==> src/rtl/sd_cmd_seq.sv <==
// sd_cmd_seq: sequences one disk-controller transfer request onto the SD
// driver's register port. It writes base, sector, count and the command word
// on four consecutive cycles. It then polls the status register until the card
// reports completion or error, or until the timeout counter expires.
//
// Ports
//   clk, rst_n          single clock, synchronous active-low reset
//   req_valid/ready     request handshake (ready only while idle)
//   req_write           1 = memory-to-card (cmd 3), 0 = card-to-memory (cmd 2)
//   req_sector/count    starting sector and sector count
//   req_base            memory base address for the data master
//   done, done_err      one-cycle completion pulse and its error flag
//   avm_*               register port of the SD driver (no waitrequest,
//                       readdata valid exactly one cycle after avm_read)
module sd_cmd_seq #(
    parameter logic [23:0] TIMEOUT_CYCLES = 24'd16777215,
    parameter int          POLL_GAP       = 4
) (
    input  logic        clk,
    input  logic        rst_n,
    input  logic        req_valid,
    output logic        req_ready,
    input  logic        req_write,
    input  logic [23:0] req_sector,
    input  logic [7:0]  req_count,
    input  logic [31:0] req_base,
    output logic        done,
    output logic        done_err,
    output logic [1:0]  avm_address,
    output logic        avm_write,
    output logic [31:0] avm_writedata,
    output logic        avm_read,
    input  logic [31:0] avm_readdata
);

    localparam logic [3:0] S_IDLE      = 4'd0;
    localparam logic [3:0] S_WR_BASE   = 4'd1;
    localparam logic [3:0] S_WR_SECT   = 4'd2;
    localparam logic [3:0] S_WR_CNT    = 4'd3;
    localparam logic [3:0] S_WR_CMD    = 4'd4;
    localparam logic [3:0] S_POLL_RD   = 4'd5;
    localparam logic [3:0] S_POLL_WAIT = 4'd6;
    localparam logic [3:0] S_GAP       = 4'd7;
    localparam logic [3:0] S_FIN       = 4'd8;

    // Decoded meaning of the low three status bits
    localparam logic [1:0] DEC_IDLE = 2'd0;
    localparam logic [1:0] DEC_BUSY = 2'd1;
    localparam logic [1:0] DEC_ERR  = 2'd2;
    localparam logic [1:0] DEC_RDY  = 2'd3;

    // Last value of the gap counter; with POLL_GAP == 0 the GAP state is skipped
    localparam logic [15:0] GAP_LAST = (POLL_GAP > 1) ? 16'(POLL_GAP - 1) : 16'd0;

    // Map a raw driver status code onto the sequencer's four outcomes.
    // Codes 6 and 7 are undefined in the driver and are treated as errors.
    function automatic logic [1:0] decode_status(input logic [2:0] st);
        logic [1:0] res;
        case (st)
            3'd0:       res = DEC_IDLE;
            3'd2:       res = DEC_RDY;
            3'd3, 3'd4: res = DEC_BUSY;
            default:    res = DEC_ERR;
        endcase
        return res;
    endfunction

    logic [3:0]  state_r, state_s;
    logic        ready_r, ready_s;
    logic        done_r, done_s;
    logic        done_err_r, done_err_s;
    logic [1:0]  addr_r, addr_s;
    logic        wr_r, wr_s;
    logic [31:0] wdata_r, wdata_s;
    logic        rd_r, rd_s;
    logic        busy_r, busy_s;
    logic        two_r, two_s;
    logic [23:0] tmo_r, tmo_s;
    logic [15:0] gap_r, gap_s;
    logic        req_wr_r;
    logic [23:0] sect_r;
    logic [7:0]  cnt_r;
    logic [31:0] base_r;
    logic        hs_s;
    logic        tmo_hit_s;
    logic [1:0]  dec_s;
    logic        unused_s;

    assign hs_s      = (state_r == S_IDLE) & req_valid & ready_r;
    assign tmo_hit_s = (tmo_r >= TIMEOUT_CYCLES);
    assign dec_s     = decode_status(avm_readdata[2:0]);
    assign unused_s  = ^avm_readdata[31:3];

    assign req_ready     = ready_r;
    assign done          = done_r;
    assign done_err      = done_err_r;
    assign avm_address   = addr_r;
    assign avm_write     = wr_r;
    assign avm_writedata = wdata_r;
    assign avm_read      = rd_r;

    // Next-state and next-output computation; all outputs are registered,
    // so strobes are decided on the transition into the state that shows them.
    always_comb begin
        state_s    = state_r;
        ready_s    = 1'b0;
        done_s     = 1'b0;
        done_err_s = 1'b0;
        addr_s     = 2'd0;
        wr_s       = 1'b0;
        wdata_s    = 32'd0;
        rd_s       = 1'b0;
        busy_s     = busy_r;
        two_s      = two_r;
        gap_s      = gap_r;
        // Saturating so that the maximum TIMEOUT_CYCLES is still reachable
        tmo_s      = (tmo_r == 24'hFFFFFF) ? tmo_r : tmo_r + 24'd1;

        case (state_r)
            S_IDLE: begin
                if (hs_s) begin
                    if (req_count == 8'd0) begin
                        state_s    = S_FIN;
                        done_s     = 1'b1;
                        done_err_s = 1'b1;
                    end else begin
                        state_s = S_WR_BASE;
                        wr_s    = 1'b1;
                        addr_s  = 2'd0;
                        wdata_s = req_base;
                    end
                end else begin
                    ready_s = 1'b1;
                end
            end
            S_WR_BASE: begin
                state_s = S_WR_SECT;
                wr_s    = 1'b1;
                addr_s  = 2'd1;
                wdata_s = {8'd0, sect_r};
            end
            S_WR_SECT: begin
                state_s = S_WR_CNT;
                wr_s    = 1'b1;
                addr_s  = 2'd2;
                wdata_s = {24'd0, cnt_r};
            end
            S_WR_CNT: begin
                state_s = S_WR_CMD;
                wr_s    = 1'b1;
                addr_s  = 2'd3;
                wdata_s = req_wr_r ? 32'd3 : 32'd2;
            end
            S_WR_CMD: begin
                state_s = S_POLL_RD;
                rd_s    = 1'b1;
                tmo_s   = 24'd0;
            end
            S_POLL_RD: begin
                if (tmo_hit_s) begin
                    state_s    = S_FIN;
                    done_s     = 1'b1;
                    done_err_s = 1'b1;
                end else begin
                    state_s = S_POLL_WAIT;
                end
            end
            S_POLL_WAIT: begin
                // A conclusive status outranks a timeout in the same cycle
                if (dec_s == DEC_ERR) begin
                    state_s    = S_FIN;
                    done_s     = 1'b1;
                    done_err_s = 1'b1;
                end else if ((dec_s == DEC_RDY) && (busy_r || two_r)) begin
                    state_s = S_FIN;
                    done_s  = 1'b1;
                end else if (tmo_hit_s) begin
                    state_s    = S_FIN;
                    done_s     = 1'b1;
                    done_err_s = 1'b1;
                end else begin
                    busy_s = busy_r | (dec_s == DEC_BUSY);
                    // Any non-2 status breaks the run of consecutive 2s
                    two_s  = (dec_s == DEC_RDY);
                    gap_s  = 16'd0;
                    if (POLL_GAP == 0) begin
                        state_s = S_POLL_RD;
                        rd_s    = 1'b1;
                    end else begin
                        state_s = S_GAP;
                    end
                end
            end
            S_GAP: begin
                if (tmo_hit_s) begin
                    state_s    = S_FIN;
                    done_s     = 1'b1;
                    done_err_s = 1'b1;
                end else if (gap_r == GAP_LAST) begin
                    state_s = S_POLL_RD;
                    rd_s    = 1'b1;
                end else begin
                    gap_s = gap_r + 16'd1;
                end
            end
            S_FIN: begin
                state_s = S_IDLE;
                ready_s = 1'b1;
                busy_s  = 1'b0;
                two_s   = 1'b0;
                gap_s   = 16'd0;
            end
            default: begin
                state_s = S_IDLE;
                ready_s = 1'b1;
                busy_s  = 1'b0;
                two_s   = 1'b0;
                gap_s   = 16'd0;
            end
        endcase
    end

    // State, output and request-field registers with synchronous reset
    always_ff @(posedge clk) begin
        if (!rst_n) begin
            state_r    <= S_IDLE;
            ready_r    <= 1'b1;
            done_r     <= 1'b0;
            done_err_r <= 1'b0;
            addr_r     <= 2'd0;
            wr_r       <= 1'b0;
            wdata_r    <= 32'd0;
            rd_r       <= 1'b0;
            busy_r     <= 1'b0;
            two_r      <= 1'b0;
            tmo_r      <= 24'd0;
            gap_r      <= 16'd0;
            req_wr_r   <= 1'b0;
            sect_r     <= 24'd0;
            cnt_r      <= 8'd0;
            base_r     <= 32'd0;
        end else begin
            state_r    <= state_s;
            ready_r    <= ready_s;
            done_r     <= done_s;
            done_err_r <= done_err_s;
            addr_r     <= addr_s;
            wr_r       <= wr_s;
            wdata_r    <= wdata_s;
            rd_r       <= rd_s;
            busy_r     <= busy_s;
            two_r      <= two_s;
            tmo_r      <= tmo_s;
            gap_r      <= gap_s;
            if (hs_s) begin
                req_wr_r <= req_write;
                sect_r   <= req_sector;
                cnt_r    <= req_count;
                base_r   <= req_base;
            end
        end
    end

endmodule

==> config.mk <==
export PLATFORM = sky130hd
export DESIGN_NAME = sd_cmd_seq
export DESIGN_NICKNAME = d
export VERILOG_FILES = /design/src/rtl/sd_cmd_seq.sv
export SDC_FILE = /design/constraint.sdc
export NUM_CORES = 1
export LEC_CHECK = 0
export BUFFER_PORTS_ARGS = -buffer_cell sky130_fd_sc_hd__buf_2
export CAP_MARGIN = 20
export CORE_MARGIN = 10
export CORE_UTILIZATION = 30
export CTS_CLUSTER_DIAMETER = 40
export CTS_CLUSTER_SIZE = 8
export DETAILED_ROUTE_END_ITERATION = 16
export GPL_ROUTABILITY_DRIVEN = 0
export HOLD_SLACK_MARGIN = 0.05
export PLACE_DENSITY = 0.62
export SLEW_MARGIN = 40
export SYNTH_ARGS = -nofsm -noshare
export SYNTH_HDL_FRONTEND = slang
export SYNTH_SLANG_ARGS = --single-unit
export TNS_END_PERCENT = 50
==> constraint.sdc <==
create_clock -name clk -period 5.82 [get_ports clk]
set_clock_uncertainty 0.2 [all_clocks]
set_input_delay 0.873 -clock clk [delete_from_list [all_inputs] [get_ports clk]]
set_output_delay 0.873 -clock clk [all_outputs]
set_load 0.02 [all_outputs]
==> run_results.csv, run 1 <==
group,metric,value,unit
hold_path,min_from,"cnt_r[3]",
sta,hold_viol,0,
synthesis,syn_avg_cell_area,8.797,um2
worst_setup_path,startpoint,"gap_r[0]",
synthesis,synthTopCellsByArea,"dfxtp_1 (48%), nand2_1 (7.0%), nor2_1 (5.6%)",
synthesis,ys_types,48,
clock_network,cts_resized,0,
worst_setup_path,worstPathArrival,3.10,ns
synthesis,synth_top_family_by_area,"simple AND/OR/NAND/NOR gates",
sta,worstMarginPinSlew,0.8206,ns
finish,syn2layout_area_growth,29.78,%
clock_network,cts_htree_levels,4,
detailed_routing,routed_wl,13430,um
detailed_routing,first_pass_iters,6,
clock_network,worstSkewPairLatency,0.41,ns
synthesis,synthMuxAreaShare,1.051,%
hold_path,min_path_type,"register to register",
sta,tns,0,ns
pwr,power.switching,756.7,uW
detailed_routing,viasPerCell,4.764,
global_routing,grt_pass1_vias,4335,
die,die_x,147.6,um
synthesis,synth_async_sr_flop_share,0,%
worst_setup_path,startpoint_type,"register",
place,placed_area,5589,um2
clock_network,numCtsBuffers,17,
clock_network,holdBufCountCts,0,
synthesis,synthesis.instances,555,
finish,drive_above_1_share,23.72,%
detailed_routing,routedWlPerCell,15.19,um
finish,fillCellCount,1631,
synthesis,ys_ff_latch,118,
detailed_routing,drcViolationCount,0,
sta,slew_violations,0,
worst_setup_path,r2r-start,"gap_r[0]",
worst_setup_path,critPathMaxFanout,11,
synthesis,yosysWarnings,0,
die,dieArea,21780,um2
global_routing,antenna_found_initial,1,
sta,final.period_utilization,52.06,%
die,start_util,30.62,%
pwr,pwr-share-comb,17.6,%
pwr,power.leakage,0.002574,uW
run,maxCapViolCount,0,
detailed_routing,wl_met2,6573,um
hold_path,min_path_cells,2,
clock_network,path_clk_slew,0.05,ns
sta,setup_violations,0,
pwr,switching_share,27.23,%
detailed_routing,vias,4211,
sta,hold_slack,0.2626,ns
die,ioPinCount,139,
die,fp.coreArea,15940,um2
sta,fmax,330.0,MHz
finish,final_cell_mix,"dfxtp_1 (118), buf_2 (109), nand2_1 (91)",
synthesis,synth_edf_count,0,
global_routing,grt_overflow_total,0,
pwr,internal_power,2023,uW
synthesis,synth_ff_type,"dfxtp_1",
synthesis,synth_compound_area_share,14.07,%
global_routing,grt_max_degree,39,
clock_network,cts_sinks,118,
clock_network,cts-root-buf,"clkbuf_16",
worst_setup_path,critPathKind,"register to register",
sta,rsz0062_at_grt,"no",
synthesis,yosys.area_share.simple,26.65,%
sta,timing.final.crit_period,3.030,ns
detailed_routing,ant_nets,0,
detailed_routing,met3_length,831,um
detailed_routing,top_layer_used,"met4",
status,outcome,"finished, final reports clean",
global_routing,grt_pass1_wl,22100,um
worst_setup_path,cp.required,5.89,ns
synthesis,synth_area_leader_cell,"dfxtp_1",
sta,slew_headroom,45.29,%
pwr,p_per_area,438.6,nW/um2
detailed_routing,met1_length,5798,um
pwr,peakVddDrop,267.9,uV
synthesis,synthXorXnorAreaFrac,5.920,%
clock_network,cts_tree,"built",
clock_network,post-cts-setup-buffer-count,0,
place,placedCellCount,850,
die,die_h,147.6,um
finish,final_common_cell,"dfxtp_1",
synthesis,yosysSeqAreaShare,48.39,%
synthesis,synth_nets,657,
pwr,power.total,2779,uW
place,portBuffers,109,
clock_network,cts_buffer_depth,2,
worst_setup_path,critPathCaptureType,"register",
place,hpwl,9267,um
finish,final_area,6336,um2
finish,final_cells,884,
finish,nets,755,
detailed_routing,drt_iter0_markers,270,
pwr,p_clk_share,47.2,%
die,rows,46,
worst_setup_path,r2r_cells,7,
synthesis,synth_fa_ha_area_share,0.5126,%
synthesis,synth_top_area_share,48.39,%
synthesis,syn_area,4882,um2
pwr,power_frac_seq,35.2,%
global_routing,gr-usage-all-layers,12.54,%
Yosys cell counts, types with 9 or more instances:
cell      instances
a21oi_1          16
nand2_1          91
a21boi_0         34
a22oi_1          16
dfxtp_1         118
and4_1            9
nand4_1          11
nor3_1           13
xnor2_1          20
and3_1           19
nand3_1          16
xor2_1           13
o21ai_0           9
clkbuf_1         22
nor2_1           73
critical path, stage by stage, from the launching register on:
cell and delay (ns):
dfxtp_1 0.40, ha_1 0.35, nor4b_1 0.30, nand4_1 0.24
a221oi_2 0.76, or2_1 0.37, mux2i_1 0.22, nor2_1 0.05
metrics by stage:
| step | util [%] | setup WS (ns) |
|---|---|---|
| 3_5_place_dp | 35.06 | 2.744 |
| 2_1_floorplan | - | 3.446 |
| 3_3_place_gp | 35.04 | 2.690 |
| 4_1_cts | 39.71 | 2.782 |
| 6_report | 39.74 | 2.790 |
| 5_1_grt | 39.73 | 2.467 |
registers in the layout (all words and copies together) (netlist names):
register / flops
done: 1
done_err: 1
avm_read: 1
avm_write: 1
tmo_r: 24
sect_r: 24
req_ready: 1
cnt_r: 8
two_r: 1
avm_writedata: 32
gap_r: 16
req_wr_r: 1
avm_address: 2
state_r: 4
busy_r: 1
power groups by stage:
| stage | clock network (uW) | logic, uW | registers [uW] |
|---|---|---|---|
| after global placement | 0 | 486 | 991 |
| after CTS | 1340 | 495 | 976 |
| after global routing | 1370 | 554 | 989 |
| after floorplan | 0 | 294 | 1010 |
| after detailed placement | 0 | 491 | 993 |
| final | 1310 | 489 | 978 |
cell type report:
class | count | area (um2) | share of cell area, %
multi-input cells | 401 | 2374 | 37.46
diodes | 2 | 5.005 | 0.07899
well taps | 216 | 270.3 | 4.265
inverters | 2 | 7.507 | 0.1185
clock inverters | 12 | 295.3 | 4.660
flip-flops and latches | 118 | 2362 | 37.28
repair buffers | 113 | 575.6 | 9.084
clock buffers | 20 | 446.7 | 7.050
layer usage:
| metal | vias up | global-route usage, % |
|---|---|---|
| met5 | - | 0 |
| met4 | 0 | 4.807 |
| met3 | 18 | 4.304 |
| met2 | 94 | 21.01 |
| met1 | 1957 | 14.41 |
| li1 | 2142 | - |
worst paths after layout:
kind / end / slack, ns
hold / removal: cnt_r[3] / 0.26
hold reg to reg: cnt_r[3] / 0.26
setup reg to reg: gap_r[1] / 2.79
setup / recovery: gap_r[1] / 2.79
cell families (layout without fill, tap and decap cells):
kind of cell               after synthesis  after routing
AOI/OAI and AO/OA                       96             96
other                                    0              2
adders and majority gates                2              2
xor gates and xnor gates                33             33
DFF                                    118            118
buffers and inverters                   36            147
muxes                                    5              5
and+or+nand+nor                        265            265
No activity file was read; power rests on OpenSTA's default activity.
==> run 2, diff against run 1 <==
ABC_AREA = 1   (was default)
PLACE_DENSITY = 0.63   (was 0.62)
clock period = 2.5 ns   (was 5.82 ns; I/O delays follow)
==> run 2 against run 1 <==
Net effect: utilization rose by 2.1 points; final area up 19%; sequential share of layout area shrank 5.9 points; via count grew 32%; critical path depth increased by 4; total power increased by 120%; clock-buffer cell count shrank 1; cell count grew 35%; synthesized cell count up 40%; worst hold slack got worse by 0.19 ns.
==> run_results.csv, run 2 <==
group,metric,value,unit
status,outcome,"finished, final reports clean",
pwr,power.total,6233,uW
clock_network,post-cts-setup-buffer-count,0,
synthesis,synthesis.instances,779,
global_routing,grt_overflow_total,0,
worst_setup_path,rrSetupSlack,0.44,ns
place,hpwl,11070,um
sta,worstMarginPinSlew,0.4512,ns
clock_network,cts-root-buf,"clkbuf_16",
detailed_routing,routed_wl,16440,um
synthesis,yosysWarnings,0,
run,maxCapViolCount,0,
die,ioPinCount,139,
worst_setup_path,cpLargestDelayFamily,"simple AND/OR/NAND/NOR gates",
worst_setup_path,startpoint_type,"register",
synthesis,synth_nets,881,
sta,tns,0,ns
synthesis,synthXorXnorAreaFrac,2.544,%
pwr,p_per_area,826.9,nW/um2
sta,rsz0062_at_grt,"no",
sta,fmax,484.4,MHz
pwr,pwr-share-comb,22.6,%
synthesis,synthTopCellsByArea,"dfxtp_1 (43%), nand2_1 (12%), nor2_1 (11%)",
worst_setup_path,critPathSlowestCell,"dfxtp_1",
pwr,internal_power,4216,uW
worst_setup_path,critPathMaxFanout,16,
worst_setup_path,max_stage_delay,0.35,ns
die,start_util,30.56,%
global_routing,antenna_found_initial,1,
synthesis,ys_types,42,
synthesis,synth_edf_count,0,
worst_setup_path,cp.required,2.64,ns
finish,drive_above_1_share,21.41,%
detailed_routing,drt_iter0_markers,297,
worst_setup_path,crit_chain,"ha_1, nand2_2, nor2_4, nand2_4, nor2_8, nand2_4, nand2_2, nand2_4, nand2_8, nand2_1, a21oi_1",
synthesis,ys_top_cells_by_count,"nand2_1 (169), nor2_1 (157), dfxtp_1 (118)",
sta,hold_slack,0.07151,ns
clock_network,cts_resized,0,
detailed_routing,ant_nets,0,
detailed_routing,drcViolationCount,0,
synthesis,synth.most_common_cell,"nand2_1",
synthesis,syn_area,5508,um2
synthesis,synth_top_family_by_area,"simple AND/OR/NAND/NOR gates",
finish,syn2layout_area_growth,36.85,%
place,portBuffers,109,
finish,largest_reg_flops,32,
synthesis,synth_top_area_share,42.89,%
finish,final_cell_mix,"nand2_1 (169), nor2_1 (157), dfxtp_1 (118)",
global_routing,grt_pass1_wl,27670,um
clock_network,cts_buffer_depth,2,
pwr,switching_share,32.36,%
sta,final.period_utilization,82.58,%
detailed_routing,viasPerCell,4.635,
pwr,power_frac_seq,38.1,%
die,dieArea,24180,um2
sta,setup_violations,0,
global_routing,gr-usage-all-layers,13.83,%
worst_setup_path,crit_top_cell,"nand2_4",
worst_setup_path,critPathKind,"register to register",
die,rows,49,
synthesis,synthMuxAreaShare,0,%
clock_network,worstSkewPairLatency,0.42,ns
place,dpl_worst_slack,0.4600,ns
synthesis,synth_compound_area_share,11.11,%
worst_setup_path,critPathCaptureType,"register",
global_routing,grt_pass1_vias,5691,
pwr,p_clk_share,39.3,%
synthesis,syn_avg_cell_area,7.070,um2
finish,fillCellCount,1831,
detailed_routing,routedWlPerCell,13.74,um
sta,setup_ws,0.4354,ns
finish,final_cells,1197,
clock_network,numCtsBuffers,17,
worst_setup_path,worstPathArrival,2.21,ns
finish,nets,1056,
die,die_h,155.5,um
synthesis,synth_async_sr_flop_share,0,%
clock_network,path_clk_slew,0.06,ns
pwr,power.switching,2017,uW
detailed_routing,first_pass_iters,5,
synthesis,yosys.area_share.simple,35.67,%
clock_network,cts_tree,"built",
sta,hold_viol,0,
sta,slew_violations,0,
pwr,peakVddDrop,527.9,uV
hold_path,min_path_type,"input port to register",
synthesis,yosysSeqAreaShare,42.89,%
place,placedCellCount,1101,
pwr,power.leakage,0.003271,uW
global_routing,grt_max_degree,34,
finish,final_common_cell,"nand2_1",
synthesis,synth_area_leader_cell,"dfxtp_1",
sta,timing.final.crit_period,2.065,ns
synthesis,synth_fa_ha_area_share,0.4543,%
die,fp.coreArea,18020,um2
detailed_routing,vias,5548,
synthesis,ys_ff_latch,118,
clock_network,cts_sinks,118,
clock_network,cts_htree_levels,4,
sta,slew_headroom,69.89,%
synthesis,synth_ff_type,"dfxtp_1",
die,die_x,155.5,um
worst_setup_path,crit_buf_inv,0,
## run 2: changes by cell type after synthesis, sizes merged, moves of 16 or more
cell and change:
o21ai +36, a22oi -16, and3 -19, nor2 +93
nand3 +33, nand2 +97, a21oi +29, a21boi -33
inv +63
## run 2: path summary, 6_finish.rpt
check,cells after the start,endpoint,start
max,11,gap_r[2],tmo_r[1]
min reg2reg,2,avm_writedata[12],sect_r[12]
min,3,avm_writedata[2],req_base[2]
max reg2reg,11,gap_r[2],tmo_r[1]
## run 2: power groups by stage
| stage | Sequential, uW | Combinational, uW | Clock (uW) |
|---|---|---|---|
| after CTS | 2360 | 1410 | 2500 |
| after floorplan | 2540 | 725 | 0 |
| after global placement | 2390 | 1310 | 0 |
| after detailed placement | 2400 | 1330 | 0 |
| after global routing | 2410 | 1580 | 2580 |
| final | 2370 | 1410 | 2450 |
## run 2: worst reg2reg max path, stage by stage, from the launching register on
cell and delay [ns]:
dfxtp_1 0.35, ha_1 0.20, nand2_2 0.08, nor2_4 0.14, nand2_4 0.10, nor2_8 0.15, nand2_4 0.13, nand2_2 0.11
nand2_4 0.13, nand2_8 0.20, nand2_1 0.08, a21oi_1 0.13
## run 2: per-layer routing
metal	share of wire [%]	GRT usage, %
met4	2.6	6.462
met1	44	16.46
met5	0	0
met3	7.2	3.970
met2	47	22.46
## run 2: cell families after synthesis
| family | after synthesis |
|---|---|
| AOI/OAI and AO/OA | 108 |
| xor gates and xnor gates | 16 |
| adders and majority gates | 2 |
| buffers and inverters | 97 |
| DFF | 118 |
| and+or+nand+nor | 438 |
## run 2: area by class of cell
| cell class | count | area [um2] | share of cell area (%) |
|---|---|---|---|
| sequential | 118 | 2362 | 31.34 |
| antenna | 1 | 2.502 | 0.03320 |
| clock buffer | 19 | 452.9 | 6.009 |
| timing repair buffer | 186 | 1294 | 17.16 |
| clock inverter | 13 | 146.4 | 1.942 |
| inverter | 67 | 251.5 | 3.337 |
| multi-input combinational | 564 | 2741 | 36.37 |
| tap | 229 | 286.5 | 3.801 |
## run 2: per-stage QoR
stage          utilization (%)  instance area, um2
4_1_cts                  41.80                7535
5_1_grt                  41.82                7537
6_report                 41.82                7537
3_5_place_dp             34.98                6305
2_1_floorplan                -                5508
3_3_place_gp             34.98                6305
## run 2: repair_timing
item,4_1_cts,5_1_grt
hold buffers,63,0
endpoints found under the hold margin,63,0
endpoints found under the setup margin,0,0
==> run 3, diff against run 2 <==
PLACE_DENSITY = 0.61   (was 0.63)
clock period = 1.9 ns   (was 2.5 ns; I/O delays follow)
==> run 3 against run 2 <==
Net effect: sequential share of layout area decreased by 1.8 points; worst hold slack improved by 0.021 ns; routed wire length increased by 4.8%; global-route usage increased by 0.51 points; clock power increased by 19%; maximum frequency increased by 15%; clock-buffer cell count increased by 1; flip-flop and latch count unchanged; worst setup slack got worse by 0.33 ns; total power increased by 30%; cell count increased by 3.9%.
==> run_results.csv, run 3 (synthesized netlist as in run 2, its figures left out) <==
group,metric,value,unit
status,outcome,"finished, final reports clean",
die,rows,49,
worst_setup_path,r2r-start,"tmo_r[4]",
pwr,peakVddDrop,706.0,uV
sta,hold_viol,0,
worst_setup_path,timing.rr.end,"gap_r[0]",
finish,multi_input_area,2864,um2
finish,final_common_cell,"nand2_1",
detailed_routing,vias,5698,
global_routing,grt_overflow_total,0,
sta,worstMarginPinSlew,0.4932,ns
clock_network,cts_htree_levels,4,
worst_setup_path,critPathMaxFanout,6,
die,start_util,30.56,%
die,die_x,155.5,um
worst_setup_path,cp.required,2.04,ns
pwr,p_per_area,1007,nW/um2
worst_setup_path,startpoint,"tmo_r[4]",
pwr,power.total,8077,uW
sta,tns,0,ns
finish,syn2layout_area_growth,45.57,%
hold_path,min_from,"req_valid",
finish,final_area,8018,um2
worst_setup_path,startpoint_type,"register",
global_routing,grt_pass1_vias,5922,
die,dieArea,24180,um2
worst_setup_path,r2r_cells,11,
finish,drive_above_1_share,26.92,%
worst_setup_path,rrSetupSlack,0.11,ns
sta,final.period_utilization,94.23,%
finish,final_cell_mix,"nand2_1 (168), nor2_1 (151), dfxtp_1 (110)",
sta,setup_violations,0,
place,placed_area,6645,um2
pwr,power.leakage,0.003456,uW
clock_network,cts_sinks,118,
sta,slew_headroom,66.86,%
worst_setup_path,crit_path_end,"gap_r[0]",
run,maxCapViolCount,0,
detailed_routing,ant_nets,0,
clock_network,cts-root-buf,"clkbuf_16",
finish,fillCellCount,1790,
sta,slew_violations,0,
sta,rsz0062_at_grt,"yes",
global_routing,grt_max_degree,35,
sta,fmax,558.5,MHz
worst_setup_path,critPathKind,"register to register",
clock_network,cts_buffer_depth,2,
die,die_h,155.5,um
detailed_routing,viasPerCell,4.580,
detailed_routing,first_pass_iters,7,
finish,largest_reg_flops,32,
place,portBuffers,109,
finish,seqCellArea,2372,um2
clock_network,numCtsBuffers,17,
worst_setup_path,worstPathArrival,1.93,ns
finish,nets,1103,
die,fp.coreArea,18020,um2
hold_path,min_path_type,"input port to register",
global_routing,grt_pass1_wl,28770,um
clock_network,path_clk_slew,0.06,ns
die,ioPinCount,139,
global_routing,antenna_found_initial,1,
detailed_routing,drcViolationCount,0,
place,hpwl,11510,um
global_routing,gr-usage-all-layers,14.34,%
clock_network,worstSkewPairLatency,0.41,ns
sta,timing.final.crit_period,1.790,ns
sta,setup_ws,0.1096,ns
detailed_routing,routedWlPerCell,13.85,um
clock_network,cts_tree,"built",
detailed_routing,drt_iter0_markers,373,
place,dpl_worst_slack,-0.05332,ns
worst_setup_path,critPathCaptureType,"register",
detailed_routing,routed_wl,17230,um
run 3: changes by cell type in the layout (fill, tap and decap cells not counted), sizes merged:
cell	previous run	this run
buf	123	166
nand2	188	189
clkbuf	19	20
bufinv	2	0
clkinvlp	2	5
dlygate4sd3	63	66
clkinv	8	6
run 3: timing repair:
action | CTS | global route
cloned | 0 | 1
hold buffers | 66 | 0
buffers inserted | 0 | 2
endpoints found under the setup margin | 12 | 59
pin swaps | 0 | 7
resized for setup | 2 | 37
endpoints found under the hold margin | 70 | 0
run 3: area by class of cell:
class / instances / area share (%)
multi-input cells: 565 / 35.72
flip-flops and latches: 118 / 29.59
repair buffers: 232 / 21.04
clock buffers: 20 / 5.571
well taps: 229 / 3.574
inverters: 67 / 3.277
clock inverters: 12 / 1.202
diodes: 1 / 0.03121
run 3: metal layers:
metal	vias up	wire length (um)	global-route usage, %
met5	-	0	0
met4	0	327	5.526
met3	26	1020	4.632
met2	141	8172	23.39
met1	2594	7713	17.12
li1	2937	-	-
run 3: worst min path at each step:
stage	to	slack, ns	cells past startpoint
2_1_floorplan	avm_writedata[24]	0.21	2
3_3_place_gp	avm_writedata[12]	0.25	2
3_5_place_dp	busy_r	0.25	2
4_1_cts	req_ready	0.07	4
5_1_grt	req_ready	0.13	4
6_report	req_ready	0.09	4
run 3: critical path: stages (launching register included):
cell and delay, ns:
dfxtp_1 0.38, nand2_1 0.14, nor2_4 0.16, nand2_4 0.08, nor2_8 0.12, nand2_8 0.09, nand2_4 0.10, nand2_8 0.08
buf_6 0.14, nand3_2 0.06, nand2_2 0.06, a21oi_2 0.10
run 3: stage by stage:
stage                     utilization (%)  instances  hold WS (ns)
final                               44.48       1244       0.09283
after global routing                44.48       1244        0.1299
after CTS                           43.57       1240       0.07488
after detailed placement            36.87       1142        0.2538
after global placement              36.87       1142        0.2510
after floorplan                         -        779        0.2068
run 3: where the power goes:
part	switching [uW]	internal, uW	total (uW)
Sequential	206	2920	3130
Combinational	1290	743	2040
Clock	1200	1720	2920
Total	2700	5380	8080
